$ cat config.mk
export PLATFORM = sky130hd
export DESIGN_NAME = power_window_scheduler
export DESIGN_NICKNAME = d
export VERILOG_FILES = /design/src/rtl/power_sched_pkg.sv /design/src/rtl/power_window_scheduler_arbiter.sv /design/src/rtl/power_window_scheduler.sv
export SDC_FILE = /design/constraint.sdc
export NUM_CORES = 1
export LEC_CHECK = 0
export CAP_MARGIN = 0
export CORE_MARGIN = 2
export CORE_UTILIZATION = 30
export DETAILED_ROUTE_END_ITERATION = 10
export GPL_TIMING_DRIVEN = 0
export PLACE_DENSITY = 0.6
export SLEW_MARGIN = 20
export SYNTH_ARGS = -nofsm -noshare
export SYNTH_HDL_FRONTEND = slang
export SYNTH_SLANG_ARGS = --single-unit
$ cat constraint.sdc
create_clock -name clk_i -period 6.8 [get_ports clk_i]
set_input_delay 1.02 -clock clk_i [delete_from_list [all_inputs] [get_ports clk_i]]
set_output_delay 1.02 -clock clk_i [all_outputs]
set_load 0.03 [all_outputs]
$ cat src/rtl/power_sched_pkg.sv
// Shared widths and helpers for the power window scheduler.
// The squarer LUT maps a 5-bit sample to a 7-bit square.
package power_sched_pkg;

  localparam int SAMP_W = 5;
  localparam int SQ_W   = 7;

  function automatic int sum_w(input int win_log2);
    return SQ_W + win_log2;
  endfunction

endpackage

$ cat src/rtl/power_window_scheduler_arbiter.sv
// Round-robin arbiter: grants the first request at or after ptr.
// Purely combinational; gnt is one-hot or zero.
module rr_arbiter #(
  parameter  int N  = 4,
  localparam int IW = (N > 1) ? $clog2(N) : 1
) (
  input  logic [N-1:0]  req,
  input  logic [IW-1:0] ptr,
  input  logic          en,
  output logic [N-1:0]  gnt,
  output logic [IW-1:0] gnt_idx
);

  localparam logic [IW:0] NW = (IW+1)'(N);

  logic [IW:0] k;
  logic        found;

  always_comb begin
    gnt     = '0;
    gnt_idx = '0;
    found   = 1'b0;
    k       = '0;
    for (int i = 0; i < N; i++) begin
      k = {1'b0, ptr} + (IW+1)'(i);
      if (k >= NW)
        k = k - NW;
      if (en && !found && req[k[IW-1:0]]) begin
        found   = 1'b1;
        gnt_idx = k[IW-1:0];
      end
    end
    if (found)
      gnt[gnt_idx] = 1'b1;
  end

endmodule

$ cat src/rtl/power_window_scheduler.sv
// Shares one squarer LUT across NCH channels and sums squares per window.
// Optional POWER_SCHED_THRESH_EN adds thr_i and a registered sum_over_o flag.
module power_window_scheduler
  import power_sched_pkg::*;
#(
  parameter  int NCH      = 4,
  parameter  int WIN_LOG2 = 4,
  localparam int CW       = $clog2(NCH),
  localparam int SW       = sum_w(WIN_LOG2)
) (
  input  logic                  clk_i,
  input  logic                  rst_n_i,
  input  logic [NCH-1:0]        req_i,
  input  logic [NCH*SAMP_W-1:0] samp_i,
  output logic [NCH-1:0]        ack_o,
  input  logic                  clear_i,
  output logic [SAMP_W-1:0]     sq_addr_o,
  input  logic [SQ_W-1:0]       sq_data_i,
  output logic [SW-1:0]         sum_o,
  output logic [CW-1:0]         sum_ch_o,
  output logic                  sum_valid_o,
  input  logic                  sum_ready_i
`ifdef POWER_SCHED_THRESH_EN
  ,
  input  logic [SW-1:0]         thr_i,
  output logic                  sum_over_o
`endif
);

  logic              adv;
  logic              en;
  logic              take;
  logic [NCH-1:0]    gnt;
  logic [CW-1:0]     gnt_idx;
  logic [CW-1:0]     rr;
  logic [CW-1:0]     s1_ch;
  logic              s1_v;
  logic [SAMP_W-1:0] samp [NCH];
  logic [SW-1:0]     acc  [NCH];
  logic [WIN_LOG2-1:0] cnt [NCH];
  logic [SW-1:0]     acc_nx;
  logic              win_done;

  // A held result stalls the whole pipe, so nothing is ever dropped.
  assign adv   = !(sum_valid_o && !sum_ready_i);
  assign en    = adv && !clear_i && rst_n_i;
  assign ack_o = gnt;
  assign take  = |gnt;

  for (genvar g = 0; g < NCH; g++) begin : g_samp
    assign samp[g] = samp_i[g*SAMP_W +: SAMP_W];
  end

  rr_arbiter #(
    .N(NCH)
  ) u_arb (
    .req     (req_i),
    .ptr     (rr),
    .en      (en),
    .gnt     (gnt),
    .gnt_idx (gnt_idx)
  );

  always_ff @(posedge clk_i or negedge rst_n_i) begin
    if (!rst_n_i) begin
      rr        <= '0;
      s1_v      <= 1'b0;
      s1_ch     <= '0;
      sq_addr_o <= '0;
    end else if (clear_i) begin
      rr   <= '0;
      s1_v <= 1'b0;
    end else if (adv) begin
      s1_v <= take;
      if (take) begin
        sq_addr_o <= samp[gnt_idx];
        s1_ch     <= gnt_idx;
        rr        <= (gnt_idx == CW'(NCH-1)) ? '0 : gnt_idx + CW'(1);
      end
    end
  end

  assign acc_nx   = acc[s1_ch] + SW'(sq_data_i);
  assign win_done = s1_v && (cnt[s1_ch] == '1);

  always_ff @(posedge clk_i or negedge rst_n_i) begin
    if (!rst_n_i) begin
      for (int i = 0; i < NCH; i++) begin
        acc[i] <= '0;
        cnt[i] <= '0;
      end
    end else if (clear_i) begin
      for (int i = 0; i < NCH; i++) begin
        acc[i] <= '0;
        cnt[i] <= '0;
      end
    end else if (adv && s1_v) begin
      if (win_done) begin
        acc[s1_ch] <= '0;
        cnt[s1_ch] <= '0;
      end else begin
        acc[s1_ch] <= acc_nx;
        cnt[s1_ch] <= cnt[s1_ch] + (WIN_LOG2)'(1);
      end
    end
  end

  always_ff @(posedge clk_i or negedge rst_n_i) begin
    if (!rst_n_i) begin
      sum_o       <= '0;
      sum_ch_o    <= '0;
      sum_valid_o <= 1'b0;
`ifdef POWER_SCHED_THRESH_EN
      sum_over_o  <= 1'b0;
`endif
    end else if (clear_i) begin
      sum_valid_o <= 1'b0;
`ifdef POWER_SCHED_THRESH_EN
      sum_over_o  <= 1'b0;
`endif
    end else if (adv) begin
      if (win_done) begin
        sum_o       <= acc_nx;
        sum_ch_o    <= s1_ch;
        sum_valid_o <= 1'b1;
`ifdef POWER_SCHED_THRESH_EN
        sum_over_o  <= acc_nx > thr_i;
`endif
      end else if (sum_ready_i) begin
        sum_valid_o <= 1'b0;
      end
    end
  end

endmodule

=== Word-level counts from Yosys, hierarchy flattened ===
Index checks and enable logic that the tools add are counted.

* Muxes and demuxes: 54
* Divide/modulo/power cells: 0
* Multiply operators: 0
* Reductions and logical operators: 28
* Eq/ne operators: 3
* $lt $le $gt $ge: 13
* Add/sub/neg operators: 10
* Shift-type cells: 0
* Bitwise gates (word level): 8

{| class="wikitable"
|+ Operator list
! kind !! count
|-
| $mux 44 || 3
|-
| $mux 16 || 3
|-
| $and 44x44->44 || 1
|-
| $bwmux 44 || 1
|-
| $not 44->44 || 1
|-
| $mux 11 || 3
|-
| $mux 2 || 12
|-
| $bmux 11 s2 || 1
|-
| $demux 11 s2 || 1
|-
| $and 16x16->16 || 1
|-
| $bwmux 16 || 1
|-
| $mux 4 || 4
|-
| $not 16->16 || 1
|-
| $ge 3x3->1 const B || 5
|-
| $lt 2x3->1 const B || 5
|-
| $mux 1 || 15
|-
| $logic_and 1x1->1 || 14
|-
| $add 11x7->11 || 1
|-
| $bmux 5 s2 || 1
|-
| $mux 5 || 2
|-
| $bmux 1 s2 || 4
|-
| $bmux 4 s2 || 1
|-
| $demux 4 s2 || 1
|-
| $sub 2x1->2 const B || 4
|-
| other kinds (19) || 30
|}

* Bits of input ports: 35
* Flip-flop bits (word level): 84
* Output and inout port bits: 23
* Bits in read-only memories: 0
* Bits in latches: 0
* RAM bits: 0
* Memories kept: 0

=== Longest topological paths before layout ===
* Depth after elaboration: 28
* Gate-level depth with buffers: 11
* Gate-level depth less buffers: 9

=== Modules after synthesis ===
A second synthesis with hierarchy kept.

* Cells, all modules: 357
* Area, all modules: 4,401.7 sq um

{| class="wikitable"
|+ By module, submodules not included
! module !! area an instance (sq um) !! times used !! seq. area each (sq um) !! cells an instance
|-
| power_window_scheduler || 4,031.4 || 1 || 2,102.0 || 310
|-
| rr_arbiter || 370.4 || 1 || 0.0 || 47
|}

=== Worst setup path after synthesis ===
OpenSTA, ideal clock, no wires.

* Path type: input to output
* Start: input sum_ready_i
* End: output ack_o[1]
* Data arrival time: 2.631 ns
* Path slack: 3.149 ns
* Cell stages on the path: 8
* Required time: 5.780 ns
* Path buffers: 2
* Cells stage by stage: nand2b_1 -> buf_2 -> nand4b_1 -> a211oi_4 -> buf_6 -> ha_1 -> inv_1 -> nor2_1

* Word-level cells in the longest chain between the ends: 24
* Elaborated cells between the ends (all ways): 29

{| class="wikitable"
|+ RTL lines
! element !! RTL line !! text
|-
| from (decl) || power_window_scheduler.sv:22 || <nowiki>input logic sum_ready_i</nowiki>
|-
| $logic_not 1->1 (*) || power_window_scheduler.sv:45 || <nowiki>assign adv = !(sum_valid_o && !sum_ready_i);</nowiki>
|-
| $logic_and 1x1->1 (*) || power_window_scheduler.sv:45 ||
|-
| $logic_not 1->1 (*) || power_window_scheduler.sv:45 ||
|-
| $logic_and 1x1->1 (*) (2 in series) || power_window_scheduler.sv:46 || <nowiki>assign en = adv && !clear_i && rst_n_i;</nowiki>
|-
| $logic_and 1x1->1 || power_window_scheduler_arbiter.sv:28 || <nowiki>if (en && !found && req[k[IW-1:0]]) begin</nowiki>
|-
| $mux 1 || power_window_scheduler_arbiter.sv:28 ||
|-
| $logic_not 1->1 || power_window_scheduler_arbiter.sv:28 ||
|-
| $logic_and 1x1->1 (2 in series) || power_window_scheduler_arbiter.sv:28 ||
|-
| [... 5 more ...] || n/a ||
|-
| $logic_not 1->1 || power_window_scheduler_arbiter.sv:28 ||
|-
| $logic_and 1x1->1 (2 in series) || power_window_scheduler_arbiter.sv:28 ||
|-
| $mux 2 || power_window_scheduler_arbiter.sv:28 ||
|-
| $lt 2x3->1 (not written as such) / $ge 2x1->1 (equally long branches) || power_window_scheduler_arbiter.sv:34 || <nowiki>gnt[gnt_idx] = 1'b1;</nowiki>
|-
| $logic_and 1x1->1 (not written as such) || power_window_scheduler_arbiter.sv:34 ||
|-
| $mux 1 (not written as such) || power_window_scheduler_arbiter.sv:34 ||
|-
| $demux 1 s2 || n/a ||
|-
| $mux 4 (*) || power_window_scheduler_arbiter.sv:33 || <nowiki>if (found)</nowiki>
|-
| to (decl) || power_window_scheduler.sv:15 || <nowiki>output logic [NCH-1:0] ack_o,</nowiki>
|}

Every way passes the cells marked *; elsewhere a longest branch is shown, timed or not.

=== Worst setup path in the final report ===
* Start: input rst_n_i
* End: output ack_o[1]

* Word-level cells in the longest chain between the ends: 20
* Elaborated cells between the ends (all ways): 25

{| class="wikitable"
|+ RTL lines
! element !! RTL line !! text
|-
| from (decl) || power_window_scheduler.sv:12 || <nowiki>input logic rst_n_i,</nowiki>
|-
| $logic_and 1x1->1 (*) || power_window_scheduler.sv:46 ||
|-
| $logic_and 1x1->1 || power_window_scheduler_arbiter.sv:28 ||
|-
| $mux 1 || power_window_scheduler_arbiter.sv:28 ||
|-
| $logic_not 1->1 || power_window_scheduler_arbiter.sv:28 ||
|-
| $logic_and 1x1->1 (2 in series) || power_window_scheduler_arbiter.sv:28 ||
|-
| $mux 1 || power_window_scheduler_arbiter.sv:28 ||
|-
| $logic_not 1->1 || power_window_scheduler_arbiter.sv:28 ||
|-
| $logic_and 1x1->1 (2 in series) || power_window_scheduler_arbiter.sv:28 ||
|-
| $mux 1 || power_window_scheduler_arbiter.sv:28 ||
|-
| $logic_not 1->1 || power_window_scheduler_arbiter.sv:28 ||
|-
| $logic_and 1x1->1 (2 in series) || power_window_scheduler_arbiter.sv:28 ||
|-
| $mux 2 || power_window_scheduler_arbiter.sv:28 ||
|-
| $lt 2x3->1 (not written as such) / $ge 2x1->1 (equally long branches) || power_window_scheduler_arbiter.sv:34 ||
|-
| $logic_and 1x1->1 (not written as such) || power_window_scheduler_arbiter.sv:34 ||
|-
| $mux 1 (not written as such) || power_window_scheduler_arbiter.sv:34 ||
|-
| $demux 1 s2 || n/a ||
|-
| $mux 4 (*) || power_window_scheduler_arbiter.sv:33 ||
|}

Marks and branches as above.

==> flow_summary.toml <==
[sta]
timing.final.crit_share_pct = 71.00
hold_violations = 0
fmax_mhz = 207.1
worstMarginPinSlew_ps = 860.6
relSlewSlack_pct = 42.63
rsz0062_at_grt = "no"
drv_slew = 0
skew_ps = 5.060
setup_ws_ps = 1972
min_period_ps = 4828
setup_viol = 0

[synthesis]
synth_cells = 422
synth_edf_count = 0
async_flop_share_pct = 100.0
avgSynthCellArea_um2 = 10.53
syn_nets = 467
ys_warn_count = 0
yosys_most_used_dff = "dfrtp_1"
synth.distinct_cells = 56
syn_area_um2 = 4443
seq_area_frac_synth_pct = 47.31
ys_seq_elements = 84

[power]
fin_total_pwr_mw = 1.313
p_leak_nw = 2.297
power_density_nw_per_um2 = 235.2
vdd_ir_drop_max_mv = 0.1148

[critical_path]
crit_arrival_ps = 3810
required_ps = 5780
crit_fanout = 51
cp-start-kind = "input port"
worst-path-buf-inv = 5
path_cells = "buf_4 > buf_12 > nand4b_1 > a211oi_4 > buf_6 > ha_1 > inv_1 > nor2_1 > clkdlybuf4s50_1"
cp_top_family = "buffers and inverters"
critPathSlowestCell = "clkdlybuf4s50_1"
crit_type = "input port to output pin"
slowest_delay_ps = 690
end_kind = "output pin"

[clocking]
clk_path_buf_depth = 2
cts.sinks = 84
post_cts_buffers = 0
cts_tree = "done"
postCtsHoldBufs = 0
cts.clk_slew.worst_paths_ps = 60
cts_max_level = 3
post_cts_resized = 0
root_buffer = "clkbuf_16"
numCtsBuffers = 9
clk-insertion-delay-late_ps = 340

[placed_design]
place_hpwl_um = 8058
port_buffers = 56
pre_cts_ws_ps = 1889
dp_cells = 663
place.gp.congestion = 0.8711

[global_route]
grt_pass1_wl_um = 18340
grt_pass1_vias = 3587
antenna_found_initial = 0
grt_usage_pct = 14.60
overflow = 0
grt_max_degree = 52

[floorplan]
die_h_um = 125.7
num_rows = 44
initial_utilization_pct = 30.69
core_region_area_um2 = 14480
die_area_um2 = 15800
die_w_um = 125.7
pin_count = 58

[detailed_routing]
wirelength_um = 11310
drt_iter0_drc = 261
firstDrtPassIters = 5
avgRoutedWirePerCell_um = 16.65
drc = 0
via_per_inst = 5.168
vias = 3509
ant_nets = 0

[run_status]
status = "finished clean"

[final_layout]
stdcell_count = 679
drive_gt1_share_pct = 11.11
syn_to_final_growth_pct = 25.68
nNetsFinal = 535
n_antenna_cell = 0

[run]
drv_cap = 0

[worst_hold_path]
hold_class = "flop to flop"
-- sequential cells by signal, summed over array words and instances, names as in the netlist --
name and count:
sq_addr_o 5, sum_ch_o 2, sum_o 11, rr 2
s1_v 1, cnt 16, acc 44, sum_valid_o 1
s1_ch 2
-- layer usage --
metal / share of wire [%] / wire length [µm] / GRT usage, % / vias up
met4: 1.8 / 200 / 4.967 / 0
met3: 4.9 / 549 / 3.568 / 18
met5: 0 / 0 / 0 / -
li1: - / - / - / 1659
met2: 48 / 5483 / 23.88 / 91
met1: 45 / 5072 / 19.05 / 1741
-- where the power goes --
group / internal, mW / switching (mW) / total [mW]
Combinational: 0.0942 / 0.133 / 0.227
Sequential: 0.521 / 0.0164 / 0.537
Clock: 0.358 / 0.191 / 0.549
-- stage by stage --
step / TNS (ps) / area (µm²) / hold slack [ps] / utilization [%]
2_1_floorplan: 0 / 4443 / 441.6 / -
3_3_place_gp: -3084 / 5234 / 456.5 / 36.15
3_5_place_dp: 0 / 5251 / 466.5 / 36.27
4_1_cts: 0 / 5584 / 480.5 / 38.57
5_1_grt: 0 / 5584 / 510.7 / 38.57
6_report: 0 / 5584 / 477.0 / 38.57
-- cell families (layout without fill, tap and decap cells) --
group	after synthesis	in the layout	share of synthesized area [%]
adders and majority gates	10	10	2.985
muxes	35	35	12.33
xor gates and xnor gates	7	7	1.549
AOI/OAI and AO/OA	101	101	15.69
and+or+nand+nor	157	157	17.07
DFF	84	84	47.31
buffers and inverters	28	101	3.069
-- cells in the final DEF (no fill, tap or decap), drive strengths merged, types with 3 or more instances in the layout --
master and n:
a211oi 12, a21oi 21, a22o 10, and3 7
buf 13, bufinv 3, clkbuf 20, clkdlybuf4s50 55
dfrtp 84, ha 9, inv 8, mux2i 18
mux4 15, nand2 71, nand2b 6, nand3 11
nand3b 4, nand4b 3, nor2 32, nor2b 7
nor3 8, o211ai 3, o21a 3, o21ai 27
o221ai 7, o31ai 7, xnor2 3, xor2 4
-- synth_stat cells (2+ instances only) --
cell / count / area (µm²)
a21o_1: 2 / 15.01
nand2_1: 71 / 266.5
a21oi_1: 21 / 105.1
o31ai_1: 7 / 52.55
a211oi_1: 10 / 75.07
nand3_1: 10 / 50.05
a21boi_0: 2 / 15.01
or3_1: 2 / 12.51
o21ai_0: 26 / 130.1
nand2b_1: 6 / 37.54
nor2b_1: 7 / 43.79
o221ai_1: 7 / 61.31
xor2_1: 4 / 35.03
and3_1: 6 / 37.54
inv_1: 8 / 30.03
ha_1: 9 / 112.6
nor2_2: 3 / 18.77
nand4b_1: 3 / 26.28
mux2i_1: 18 / 180.2
nand3b_1: 4 / 30.03
a211oi_4: 2 / 40.04
a31oi_1: 2 / 12.51
dfrtp_1: 84 / 2102
buf_6: 3 / 33.78
clkbuf_1: 9 / 33.78
buf_2: 7 / 35.03
xnor2_1: 2 / 17.52
mux4_2: 14 / 315.3
o21bai_1: 2 / 15.01
nor3_1: 7 / 35.03
nor2_1: 28 / 105.1
o211ai_1: 2 / 15.01
a22o_1: 10 / 87.58
o21a_1: 2 / 15.01
-- final timing paths --
| path | startpoint | to | slack (ps) | depth (start not counted) |
|---|---|---|---|---|
| worst max-delay path | rst_n_i | ack_o[1] | 1970 | 9 |
| worst max register to register | s1_ch[1] | acc[28] | 2780 | 11 |
| min in group asynchronous | rst_n_i | acc[24] | 720 | 1 |
| worst min register to register | acc[29] | acc[29] | 480 | 2 |
| max in group asynchronous | rst_n_i | acc[5] | 5450 | 2 |
| worst min-delay path | acc[29] | acc[29] | 480 | 2 |
-- tightest hold or removal path, stage by stage (launching register included) --
cell and delay, ps:
dfrtp_1 330, nand2_1 40, o21ai_0 60
-- layout make-up --
class / count / area, µm²
Fill cell: 1416 / 8895
Multi-Input combinational cell: 310 / 2205
Sequential cell: 84 / 2102
Timing Repair Buffer: 57 / 578.1
Clock buffer: 11 / 232.7
Tap cell: 184 / 230.2
Buffer: 20 / 106.4
Clock inverter: 5 / 100.1
Inverter: 8 / 30.03
Note: power is estimated with default switching activity, not from simulation.
